$ cat config.mk
export PLATFORM = sky130hd
export DESIGN_NAME = sta_tile_scheduler
export DESIGN_NICKNAME = d
export VERILOG_FILES = /design/src/rtl/sta_sched_pkg.sv /design/src/rtl/sta_tile_iter.sv /design/src/rtl/sta_tile_scheduler.sv
export SDC_FILE = /design/constraint.sdc
export NUM_CORES = 1
export LEC_CHECK = 0
export ABC_AREA = 1
export ABC_CLOCK_PERIOD_IN_PS = 3000
export CAP_MARGIN = 40
export CORE_ASPECT_RATIO = 0.9
export CORE_MARGIN = 3
export CORE_UTILIZATION = 25
export CTS_CLUSTER_SIZE = 14
export DETAILED_ROUTE_END_ITERATION = 10
export PLACE_DENSITY_LB_ADDON = 0.15
export SYNTH_ARGS = -nofsm -noshare
export SYNTH_HDL_FRONTEND = slang
export SYNTH_SLANG_ARGS = --single-unit
$ cat constraint.sdc
create_clock -name clk -period 3 [get_ports clk]
set_input_delay 0.9 -clock clk [delete_from_list [all_inputs] [get_ports clk]]
set_output_delay 0.9 -clock clk [all_outputs]
set_load 0.05 [all_outputs]
$ cat src/rtl/sta_sched_pkg.sv
// Shared types and helpers for the systolic tensor array tile scheduler.
// Optional feature macro used by the top: STA_SCHED_PERF_CNT_EN.
package sta_sched_pkg;

  localparam int unsigned DEFAULT_SA_N         = 4;
  localparam int unsigned DEFAULT_VECTOR_WIDTH = 4;

  typedef enum logic [2:0] {
    StIdle,
    StLoadBias,
    StFeed,
    StDrain,
    StNext,
    StDone
  } sched_state_e;

  function automatic int unsigned ceil_div(input int unsigned num, input int unsigned den);
    return (num + den - 1) / den;
  endfunction

  function automatic int unsigned tile_count(input int unsigned mat_n, input int unsigned sa_n);
    int unsigned side;
    side = ceil_div(mat_n, sa_n);
    return side * side;
  endfunction

endpackage

$ cat src/rtl/sta_tile_iter.sv
// Row-major tile base-coordinate stepper with last-tile detection.
module sta_tile_iter #(
  parameter int unsigned SA_N = 4,
  parameter int unsigned CW   = 10
) (
  input  logic          clk,
  input  logic          reset,
  input  logic          step,
  input  logic          clear,
  input  logic [CW-1:0] mat_size,
  output logic [CW-1:0] row,
  output logic [CW-1:0] col,
  output logic          last
);

  logic [CW-1:0] row_q, col_q;
  logic [CW:0]   row_nx, col_nx, mat_ext;

  // One extra bit so base + SA_N never wraps at MAX_N.
  assign mat_ext = {1'b0, mat_size};
  assign col_nx  = {1'b0, col_q} + (CW+1)'(SA_N);
  assign row_nx  = {1'b0, row_q} + (CW+1)'(SA_N);
  assign last    = (col_nx >= mat_ext) && (row_nx >= mat_ext);

  always_ff @(posedge clk or posedge reset) begin
    if (reset) begin
      row_q <= '0;
      col_q <= '0;
    end else if (clear) begin
      row_q <= '0;
      col_q <= '0;
    end else if (step) begin
      if (col_nx < mat_ext) begin
        col_q <= col_nx[CW-1:0];
      end else begin
        col_q <= '0;
        row_q <= row_nx[CW-1:0];
      end
    end
  end

  assign row = row_q;
  assign col = col_q;

endmodule

$ cat src/rtl/sta_tile_scheduler.sv
// Sequences one matrix operation on the systolic array tile by tile.
// Define STA_SCHED_PERF_CNT_EN to add active/stall performance counters.
module sta_tile_scheduler
  import sta_sched_pkg::*;
#(
  parameter int unsigned MAX_N        = 512,
  parameter int unsigned MAX_K        = 1024,
  parameter int unsigned SA_N         = DEFAULT_SA_N,
  parameter int unsigned VECTOR_WIDTH = DEFAULT_VECTOR_WIDTH,
  parameter int unsigned DRAIN_CYCLES = 10,
  parameter int unsigned CW           = $clog2(MAX_N + 1),
  parameter int unsigned KW           = $clog2(MAX_K + 1)
) (
  input  logic          clk,
  input  logic          reset,
  input  logic          stall,
  input  logic          start,
  input  logic [CW-1:0] mat_size,
  input  logic [KW-1:0] k_depth,
  output logic          busy,
  output logic          done,
  output logic          tile_valid,
  output logic [CW-1:0] tile_row,
  output logic [CW-1:0] tile_col,
  output logic          load_bias,
  output logic          feed_en,
  output logic [KW-1:0] feed_k_base,
  output logic          feed_last
`ifdef STA_SCHED_PERF_CNT_EN
  ,
  output logic [31:0]   perf_active_cycles,
  output logic [31:0]   perf_stall_cycles
`endif
);

  localparam int unsigned DW = $clog2(DRAIN_CYCLES + 1);

  sched_state_e  state_q, state_d;
  logic [CW-1:0] mat_q, mat_d;
  logic [KW-1:0] k_q, k_d;
  logic [KW:0]   c_q, c_d;
  logic [KW:0]   chunk_q, chunk_d;
  logic [KW-1:0] k_base_q, k_base_d;
  logic [DW-1:0] drain_q, drain_d;
  logic          iter_step, iter_clear, iter_last;
  logic          last_chunk;
  logic          accept;

  assign last_chunk = (chunk_q == c_q - (KW+1)'(1));
  assign accept     = !stall && (state_q == StIdle) && start;

  sta_tile_iter #(
    .SA_N(SA_N),
    .CW  (CW)
  ) u_iter (
    .clk     (clk),
    .reset   (reset),
    .step    (iter_step),
    .clear   (iter_clear),
    .mat_size(mat_q),
    .row     (tile_row),
    .col     (tile_col),
    .last    (iter_last)
  );

  always_ff @(posedge clk or posedge reset) begin
    if (reset) begin
      state_q  <= StIdle;
      mat_q    <= '0;
      k_q      <= '0;
      c_q      <= '0;
      chunk_q  <= '0;
      k_base_q <= '0;
      drain_q  <= '0;
    end else begin
      state_q  <= state_d;
      mat_q    <= mat_d;
      k_q      <= k_d;
      c_q      <= c_d;
      chunk_q  <= chunk_d;
      k_base_q <= k_base_d;
      drain_q  <= drain_d;
    end
  end

  always_comb begin
    state_d    = state_q;
    mat_d      = mat_q;
    k_d        = k_q;
    c_d        = c_q;
    chunk_d    = chunk_q;
    k_base_d   = k_base_q;
    drain_d    = drain_q;
    iter_step  = 1'b0;
    iter_clear = 1'b0;
    if (!stall) begin
      unique case (state_q)
        StIdle: begin
          if (start) begin
            mat_d      = mat_size;
            k_d        = k_depth;
            iter_clear = 1'b1;
            state_d    = (mat_size == '0 || k_depth == '0) ? StDone : StLoadBias;
          end
        end
        StLoadBias: begin
          k_base_d = '0;
          chunk_d  = '0;
          c_d      = (KW+1)'(ceil_div(32'(k_q), VECTOR_WIDTH));
          state_d  = StFeed;
        end
        StFeed: begin
          if (last_chunk) begin
            drain_d = DW'(DRAIN_CYCLES);
            state_d = StDrain;
          end else begin
            chunk_d  = chunk_q + (KW+1)'(1);
            k_base_d = k_base_q + KW'(VECTOR_WIDTH);
          end
        end
        StDrain: begin
          if (drain_q <= DW'(1)) state_d = StNext;
          else                   drain_d = drain_q - DW'(1);
        end
        StNext: begin
          iter_step = 1'b1;
          state_d   = iter_last ? StDone : StLoadBias;
        end
        StDone:  state_d = StIdle;
        default: state_d = StIdle;
      endcase
    end
  end

  // Strobes decode from the held state, so a stalled strobe reappears once stall drops.
  assign busy        = (state_q != StIdle);
  assign tile_valid  = !stall && (state_q == StLoadBias);
  assign load_bias   = !stall && (state_q == StLoadBias);
  assign feed_en     = !stall && (state_q == StFeed);
  assign feed_last   = !stall && (state_q == StFeed) && last_chunk;
  assign done        = !stall && (state_q == StDone);
  assign feed_k_base = k_base_q;

`ifdef STA_SCHED_PERF_CNT_EN
  logic [31:0] act_q, stl_q;

  always_ff @(posedge clk or posedge reset) begin
    if (reset) begin
      act_q <= '0;
      stl_q <= '0;
    end else if (accept) begin
      act_q <= '0;
      stl_q <= '0;
    end else if (busy) begin
      if (stall) begin
        if (stl_q != '1) stl_q <= stl_q + 32'd1;
      end else begin
        if (act_q != '1) act_q <= act_q + 32'd1;
      end
    end
  end

  assign perf_active_cycles = act_q;
  assign perf_stall_cycles  = stl_q;
`else
  logic unused_accept;
  assign unused_accept = accept;
`endif

endmodule

### Word level (Yosys, flattened, before mapping)

Cells that the tools add are included.

| word-level totals | value |
|---|---|
| logic and storage cells | 78 |
| output and inout port bits | 37 |
| input bits | 25 |
| register bits | 83 |

| operators by class | value |
|---|---|
| magnitude comparators | 4 |
| multiplexer cells | 24 |
| bitwise logic cells | 1 |
| reductions and logical operators | 20 |
| equal/unequal tests | 12 |
| add/subtract/negate cells | 8 |

Operator list:

| kind | count |
|---|---|
| 10-bit 2-to-1 mux | 6 |
| 12-bit case mux with 2 select lines | 1 |
| 10-bit by 3-bit adder with 11-bit output, second input constant | 2 |
| 11-bit by 10-bit greater-or-equal comparator with 1-bit output | 2 |
| 11-bit case mux with 2 select lines | 1 |
| 3-bit 2-to-1 mux | 5 |
| 3-bit case mux with 5 select lines | 1 |
| 12-bit by 1-bit subtractor with 13-bit output, second input constant | 1 |
| 11-bit by 3-bit adder with 12-bit output, second input constant | 1 |
| 12-bit by 1-bit adder with 12-bit output, second input constant | 1 |
| 12-bit equality test | 1 |
| 12-bit 2-to-1 mux | 1 |
| 2-bit inequality test, second input constant | 6 |
| 12-bit by 1-bit subtractor with 12-bit output, second input constant | 1 |
| 11-bit by 3-bit adder with 11-bit output, second input constant | 1 |
| 11-bit logical NOT | 1 |
| 11-bit by 10-bit less-than comparator with 1-bit output | 1 |
| 11-bit 2-to-1 mux | 1 |
| 10-bit logical NOT | 1 |
| 4-bit 2-to-1 mux | 2 |
| 4-bit case mux with 2 select lines | 1 |
| 4-bit AND reduction | 2 |
| 3-bit by 2-bit equality test with 1-bit output, second input constant | 2 |
| 3-bit equality test, second input constant | 2 |
| 13 further kinds | 25 |

### Logic depth before layout (Yosys ltp)

Gate-level depths: netlist of run 1.

| logic depth | value |
|---|---|
| depth after elaboration | 5 |
| mapped depth | 17 |
| depth with buffers taken out | 17 |

### Cells and area by module

Synthesis of run 1 repeated with hierarchy kept, for this count alone.

| unflattened totals | value |
|---|---|
| cells, all modules | 695 |
| area, all modules | 4,974.8 µm² |

Modules (own cells, without submodules):

| module | area each (µm²) | times used | cells each | seq. area each (µm²) |
|---|---|---|---|---|
| sta_tile_scheduler | 3,530.9 | 1 | 488 | 1,476.4 |
| sta_tile_iter | 1,443.9 | 1 | 207 | 400.4 |

### Least setup slack after synthesis of run 1

No wires, ideal clock.

| path | value |
|---|---|
| path kind | input port to output port |
| from | input stall |
| to | output done |
| arrival time | 2,601 ps |
| path buffers | 1 |
| cell stages on the path | 2 |
| path slack | -501 ps |
| data required time | 2,100 ps |
| cell sequence | buf_2 > nor4_1 |

| between the ends | value |
|---|---|
| word-level cells in the longest chain between the ends | 2 |

RTL lines:

| item | RTL line | text |
|---|---|---|
| start: declaration | sta_tile_scheduler.sv:16 | `input logic stall,` |
| 1-bit logical NOT | sta_tile_scheduler.sv:141 | `assign done = !stall && (state_q == StDone);` |
| 1-bit logical AND | sta_tile_scheduler.sv:141 |  |
| end: declaration | sta_tile_scheduler.sv:21 | `output logic done,` |

Every way passes these cells.

### Final worst setup path of run 1

| path | value |
|---|---|
| from | register c_q[1] |
| to | output feed_last |

| between the ends | value |
|---|---|
| word-level cells in the longest chain between the ends | 3 |

RTL lines:

| item | RTL line | text |
|---|---|---|
| start: declaration | sta_tile_scheduler.sv:41 | `logic [KW:0] c_q, c_d;` |
| start signal: assignment | sta_tile_scheduler.sv:71 | `c_q <= '0;` |
| start signal: assignment | sta_tile_scheduler.sv:79 | `c_q <= c_d;` |
| 12-bit by 1-bit subtractor with 12-bit output | sta_tile_scheduler.sv:49 | `assign last_chunk = (chunk_q == c_q - (KW+1)'(1));` |
| 12-bit equality test | sta_tile_scheduler.sv:49 |  |
| 1-bit logical AND | sta_tile_scheduler.sv:140 | `assign feed_last = !stall && (state_q == StFeed) && last_chunk;` |
| end: declaration | sta_tile_scheduler.sv:28 | `output logic feed_last` |

Every way passes these cells.

==> metrics.md, run 1 <==
| Metric | Value |
|---|---|
| Outcome | finished, violations left |
| Failing checks | setup timing |
| PnR worst setup slack | -119 ps |
| Fin nets | 790 |
| Yosys cell types | 36 |
| Worst setup SP type | flop |
| Comb pwr share | 0.481 |
| Post-route ant nets | 0 |
| Die H | roughly 140 µm |
| Hold Violations, Final | 0 |
| Vias/cell | roughly 4.4 |
| Layout cells sized above 1 | 0.154 |
| Largest fanout on the critical path | 4 |
| Ys Warns | 0 |
| Most used cell, CP | nor2_4 |
| Final cell count without fillers | roughly 1000 |
| Worst-margin pin slew | about 570 ps |
| Cts bufs inserted | 9 |
| Buf+Inv Stages, Crit Path | 5 |
| Root buf cell | clkbuf_16 |
| Clk pwr share | 0.205 |
| Drt total wl | roughly 13000 µm |
| Commonest non-fill, non-tap cell in the layout | nand2_1 |
| Global-route usage over all layers | 0.125 |
| Clock Skews | 5.33 ps |
| Top delay family on crit path | simple AND/OR/NAND/NOR gates |
| Die area | 0.0218 mm² |
| Clock Latency Late Sink | 340 ps |
| Clock Pin Slew Worst Setup and Hold Paths | 60 ps |
| Iter 0 DRT Violations | a little over 200 |
| Seq pwr share | 0.314 |
| ANT cells | 0 |
| Crit share post-route | 1.04 |
| Internal power | ~2700 µW |
| First-pass GRT wire length | ~22000 µm |
| Crit Path Category | flop to output pin |
| Most frequent cells in the layout | 174 x nand2_1, 77 x inv_1, 75 x dfrtp_1 |
| Core Area | slightly below 0.02 mm² |
| # IOs | 62 |
| IO buf count | 55 |
| Fmax | between 300 and 400 MHz |
| Placed Cells | just under 1000 |
| Post-Place Setup Slack | about 33 ps |
| Residual DRC | 0 |
| Synthesized area | 0.00502 mm² |
| CP required | about 2100 ps |
| GRT Residual Overflow | 0 |
| NetSw | 2200 µW |
| HP Class | flop to flop |
| Post-synthesis register bit count | 75 |
| Initial Util | 0.258 |
| Pwr Total | 4940 µW |
| Crit-path cells | inv_2 -> ha_4 -> inv_4 -> nor2_4 -> buf_6 -> buf_6 -> nand3_2 -> nand2_1 -> nand2_1 -> nor2_2 -> nor2_2 -> nand2_2 -> nor2_4 -> nand3_4 -> nor2_4 -> buf_12 |
| Syn Inst Count | between 600 and 700 |
| Largest net degree at the start of global routing | 76 |
| Max VDD drop | ~400 µV |
| Cell leakage power | around 0.0029 µW |
| Final setup viols | 1 |
| Syn-to-layout area delta | 25.4% |
| Max cap viols | 0 |
| Net Sw Frac | 0.446 |
| Unrepaired setup endpoints after global routing | true |
| Syn Area/Cell | between 7 and 8 µm² |
| DR WL/cell | ~13 µm |
| Initial antenna violation count | 0 |
| Rel. slew slack | 0.615 |
| HPWL Detailed | about 10000 µm |
| Max H-tree Level | 3 |
| Critical-path top delay cell | dfrtp_1 |
| Worst EP arrival | 2220 ps |
| Slowest cell delay on critical path | roughly 380 ps |
| Vias in the first global route | around 4500 |
| CTS tree | built |
| Slew Limit Fails | 0 |
| Tmin final | 3120 ps |
| Critical Path Sink Type | output pin |
| Sink Count | 75 |
| Register area share after synthesis | 0.374 |
| Die width | roughly 160 µm |
| PwrDens | just under 800 mW/mm² |
| Routed vias | between 4000 and 5000 |
| FP Rows | 48 |
| First-pass DRT Iterations | 4 |
| Clk buf depth | 2 |
| Routability cong. | between 0.7 and 0.8 |
worst min-delay path, cell delays in order, from the launching register on:
cell     delay (ps)
dfrtp_1         350
nand2_1          50
nand2_1          60
layout make-up:
class / instances / area [µm²]
sequential: 75 / 1880
multi-input combinational: 496 / 2750
clock inverter: 5 / 30.0
fill: 2095 / 13200
clock buffer: 10 / 239
inverter: 86 / 325
tap: 250 / 313
timing repair buffer: 74 / 766
Yosys cell counts:
cell type	instances	area share
nor2_2	5	0.0062
xor2_1	25	0.044
nand3b_1	5	0.0075
a21oi_1	17	0.017
o31ai_1	1	0.0015
nand4_1	12	0.015
inv_1	82	0.061
nand2_2	21	0.026
o21a_1	2	0.0030
nand3_4	1	0.0035
o21ai_1	1	0.0010
buf_4	7	0.010
nand2_8	1	0.0040
clkbuf_1	6	0.0045
nor2_4	5	0.011
o22ai_1	4	0.0050
nand2_4	2	0.0045
nor4_1	4	0.0050
nand3_1	48	0.048
buf_2	3	0.0030
a31o_2	2	0.0035
nor3_1	9	0.0090
or2_2	6	0.0075
inv_2	4	0.0030
nor3_4	1	0.0032
o21ai_2	10	0.017
nor2_1	57	0.043
nand3_2	1	0.0020
dfrtp_1	75	0.37
ha_1	23	0.057
buf_12	3	0.012
xnor2_1	5	0.0087
nand2_1	177	0.13
buf_1	1	0.00075
o21ai_0	45	0.045
conb_1	1	0.00075
power by group through the flow:
stage               Clock, µW  Sequential [µW]  Combinational [µW]
finish                   1010             1550                2380
global route             1100             1590                2700
CTS                      1050             1560                2330
detailed placement          0             1570                2250
global placement            0             1560                2220
floorplan                   0             1630                1610
routing by layer:
layer / GRT usage / vias to the layer above / share of wire
met5: 0 / - / 0
met1: 0.164 / 2053 / 0.48
met3: 0.0229 / 11 / 0.026
li1: - / 2269 / -
met2: 0.204 / 57 / 0.48
met4: 0.0470 / 0 / 0.017
flip-flops by register name, indices dropped and copies added (netlist names):
register	flops
c_q	10
chunk_q	12
drain_q	4
feed_k_base	9
k_q	11
mat_q	10
state_q	3
u_iter.col	8
u_iter.row	8
worst paths after layout:
| check | startpoint | to | slack [ps] | cells past startpoint |
|---|---|---|---|---|
| worst min register to register | k_q[1] | k_q[1] | 490 | 2 |
| worst max register to register | u_iter.col[2] | u_iter.col[9] | 330 | 15 |
| worst max-delay path | c_q[1] | feed_last | -120 | 16 |
| worst min-delay path | k_q[1] | k_q[1] | 490 | 2 |
| min in group asynchronous | reset | mat_q[4] | 950 | 3 |
| max in group asynchronous | reset | k_q[9] | 1700 | 3 |
cells by family (layout without fill, tap and decap cells):
kind of cell | Yosys count | in the layout | share of synthesized area
adders and majority gates | 23 | 23 | 0.0573
AOI/OAI and AO/OA | 82 | 82 | 0.0932
xor gates and xnor gates | 30 | 30 | 0.0523
and+or+nand+nor | 355 | 355 | 0.328
buffers and inverters | 106 | 175 | 0.0950
DFF | 75 | 75 | 0.374
other | 1 | 6 | 0.000747
per-stage QoR:
| stage | hold WS [ps] | TNS [ps] | utilization | area, µm² |
|---|---|---|---|---|
| after floorplan | 443 | 0 | - | 5050 |
| after global placement | 462 | 0 | 0.304 | 5910 |
| after detailed placement | 475 | 0 | 0.304 | 5910 |
| after CTS | 493 | -170 | 0.320 | 6230 |
| after global routing | 536 | -287 | 0.324 | 6300 |
| final | 491 | -119 | 0.324 | 6300 |
timing repair:
action	4_1_cts	5_1_grt
pin swaps	7	13
endpoints found under the setup margin	1	12
gates resized for setup	6	15
hold buffers	0	0
endpoints found under the hold margin	0	0
buffers inserted	5	2
Note: power is estimated with default switching activity, not from simulation.
==> run 2: changes to the inputs <==
- CORE_UTILIZATION: 25 -> 40
==> metrics.md, run 2 (synthesis gave the netlist of run 1 again) <==
| Metric | Value |
|---|---|
| DRT met1 WL | about 5700 µm |
| Clock Latency Late Sink | roughly 340 ps |
| Iter 0 DRT Violations | between 200 and 250 |
| Fin nets | ~790 |
| Initial antenna violation count | 0 |
| Crit Path Category | flop to output pin |
| Rel. slew slack | 0.651 |
| Largest net degree at the start of global routing | 36 |
| Die H | 112 µm |
| Post-route ant nets | 0 |
| Most frequent cells in the layout | 176 x nand2_1, 78 x inv_1, 74 x dfrtp_1 |
| Commonest non-fill, non-tap cell in the layout | nand2_1 |
| Slew Limit Fails | 0 |
| Final core utilization | 0.507 |
| Max reg flops | 12 |
| Largest fanout on the critical path | 5 |
| IO buf count | 55 |
| Clock Pin Slew Worst Setup and Hold Paths | 70 ps |
| Max layer used | met4 |
| FP Rows | 38 |
| First-pass GRT wire length | about 21000 µm |
| HP Class | flop to flop |
| Cell leakage power | between 0.002 and 0.003 µW |
| Root buf cell | clkbuf_16 |
| Register area | ~0.0019 mm² |
| Clk buf depth | 2 |
| Failing checks | setup timing |
| Worst hold slack | between 400 and 500 ps |
| Tmin final | ~3000 ps |
| ANT cells | 0 |
| Initial Util | 0.412 |
| HPWL Detailed | 9110 µm |
| Routed vias | between 4000 and 5000 |
| Filler Cell Count | roughly 1200 |
| DR WL/cell | ~13 µm |
| Placed inst area | between 0.005 and 0.006 mm² |
| Max H-tree Level | 3 |
| Cell area after layout | roughly 0.0062 mm² |
| Clock Skews | between 5 and 6 ps |
| Global-route usage over all layers | 0.185 |
| Crit share post-route | 1.01 |
| Largest regs | chunk_q: 12 flops, k_q: 11 flops |
| Max VDD drop | approximately 760 µV |
| GRT Residual Overflow | 0 |
| Largest Register | chunk_q |
| Core Area | ~0.012 mm² |
| Number of hold buffers added after cts | 0 |
| WL met2 | ~5600 µm |
| Vias/cell | 4.91 |
| Die width | ~120 µm |
| Met3 WL | 352 µm |
| PwrDens | between 700 and 800 mW/mm² |
| Worst setup SP type | flop |
| Residual DRC | 0 |
| Critical Path Sink Type | output pin |
| Worst-margin pin slew | about 520 ps |
| Die area | ~0.014 mm² |
| Cts bufs inserted | 9 |
| Layout cells sized above 1 | 0.149 |
| Fmax | 330 MHz |
| First-pass DRT Iterations | 5 |
| Sink Count | 75 |
| Vias in the first global route | between 4000 and 5000 |
| Hold Violations, Final | 0 |
| Final setup viols | 1 |
| Unrepaired setup endpoints after global routing | true |
| PnR worst setup slack | -33.0 ps |
| Worst EP arrival | ~2100 ps |
| Outcome | finished, violations left |
| Routability cong. | 0.869 |
| Max cap viols | 0 |
| Multi-input logic area | 0.00273 mm² |
| CP required | 2100 ps |
| Drt total wl | between 10000 and 15000 µm |
| CTS tree | built |
| # IOs | 62 |
| Syn-to-layout area delta | 22.9% |
-- run 2: changes by cell type in the layout (fill, tap and decap cells not counted), moves of 2 or more --
cell / before / now
clkinv_2: 3 / 0
clkinv_4: 0 / 3
inv_6: 0 / 3
buf_6: 2 / 0
nand2_1: 174 / 176
nand2_2: 24 / 22
-- run 2: timing repair --
item / 4_1_cts / 5_1_grt
buffers inserted: 6 / 1
gates resized for setup: 8 / 6
setup endpoints to repair: 1 / 15
pin swaps: 5 / 9
-- run 2: stage by stage --
step                      setup slack (ps)  cells  TNS, ps  power (µW)
after floorplan                       67.4    677        0        3240
after global placement                 129    883        0        3720
after detailed placement              23.6    883        0        3780
after CTS                            -75.9    905    -75.9        4930
after global routing                  -201    906     -201        5340
final                                -33.0    906    -33.0        4890
-- run 2: routing by layer --
metal	track usage	up-vias
li1	-	2271
met1	0.248	2096
met2	0.303	67
met3	0.0383	14
met4	0.0540	0
met5	0	-
-- run 2: critical path, cell delays in order (launching register included) --
cell and delay (ps):
dfrtp_1 400, inv_2 80, ha_4 130, inv_2 40, nor2_4 140, buf_4 140, nand4_1 80, nand2_1 90
nor2_1 50, nor2_2 130, nand2_2 70, nor2_4 110, nand3_4 90, nor2_4 110, buf_12 140
-- run 2: final cells by class --
cell class                 count  share of cell area
clock buffer                   9              0.0365
clock inverter                 7             0.00973
inverter                      86              0.0523
multi-input combinational    496               0.443
sequential                    75               0.304
tap                          160              0.0324
timing repair buffer          73               0.122
-- run 2: power breakdown --
part	internal, µW	switching (µW)
sequential	1300	243
clock	573	468
combinational	836	1470
-- run 2: final timing paths --
check / from / endpoint / slack [ps] / cells past startpoint
min: k_q[1] / k_q[1] / 490 / 2
max: c_q[1] / feed_last / -30 / 14
min reg2reg: k_q[1] / k_q[1] / 490 / 2
min in group asynchronous: reset / mat_q[0] / 920 / 2
max reg2reg: u_iter.col[4] / u_iter.col[9] / 360 / 15
max in group asynchronous: reset / c_q[2] / 1420 / 3
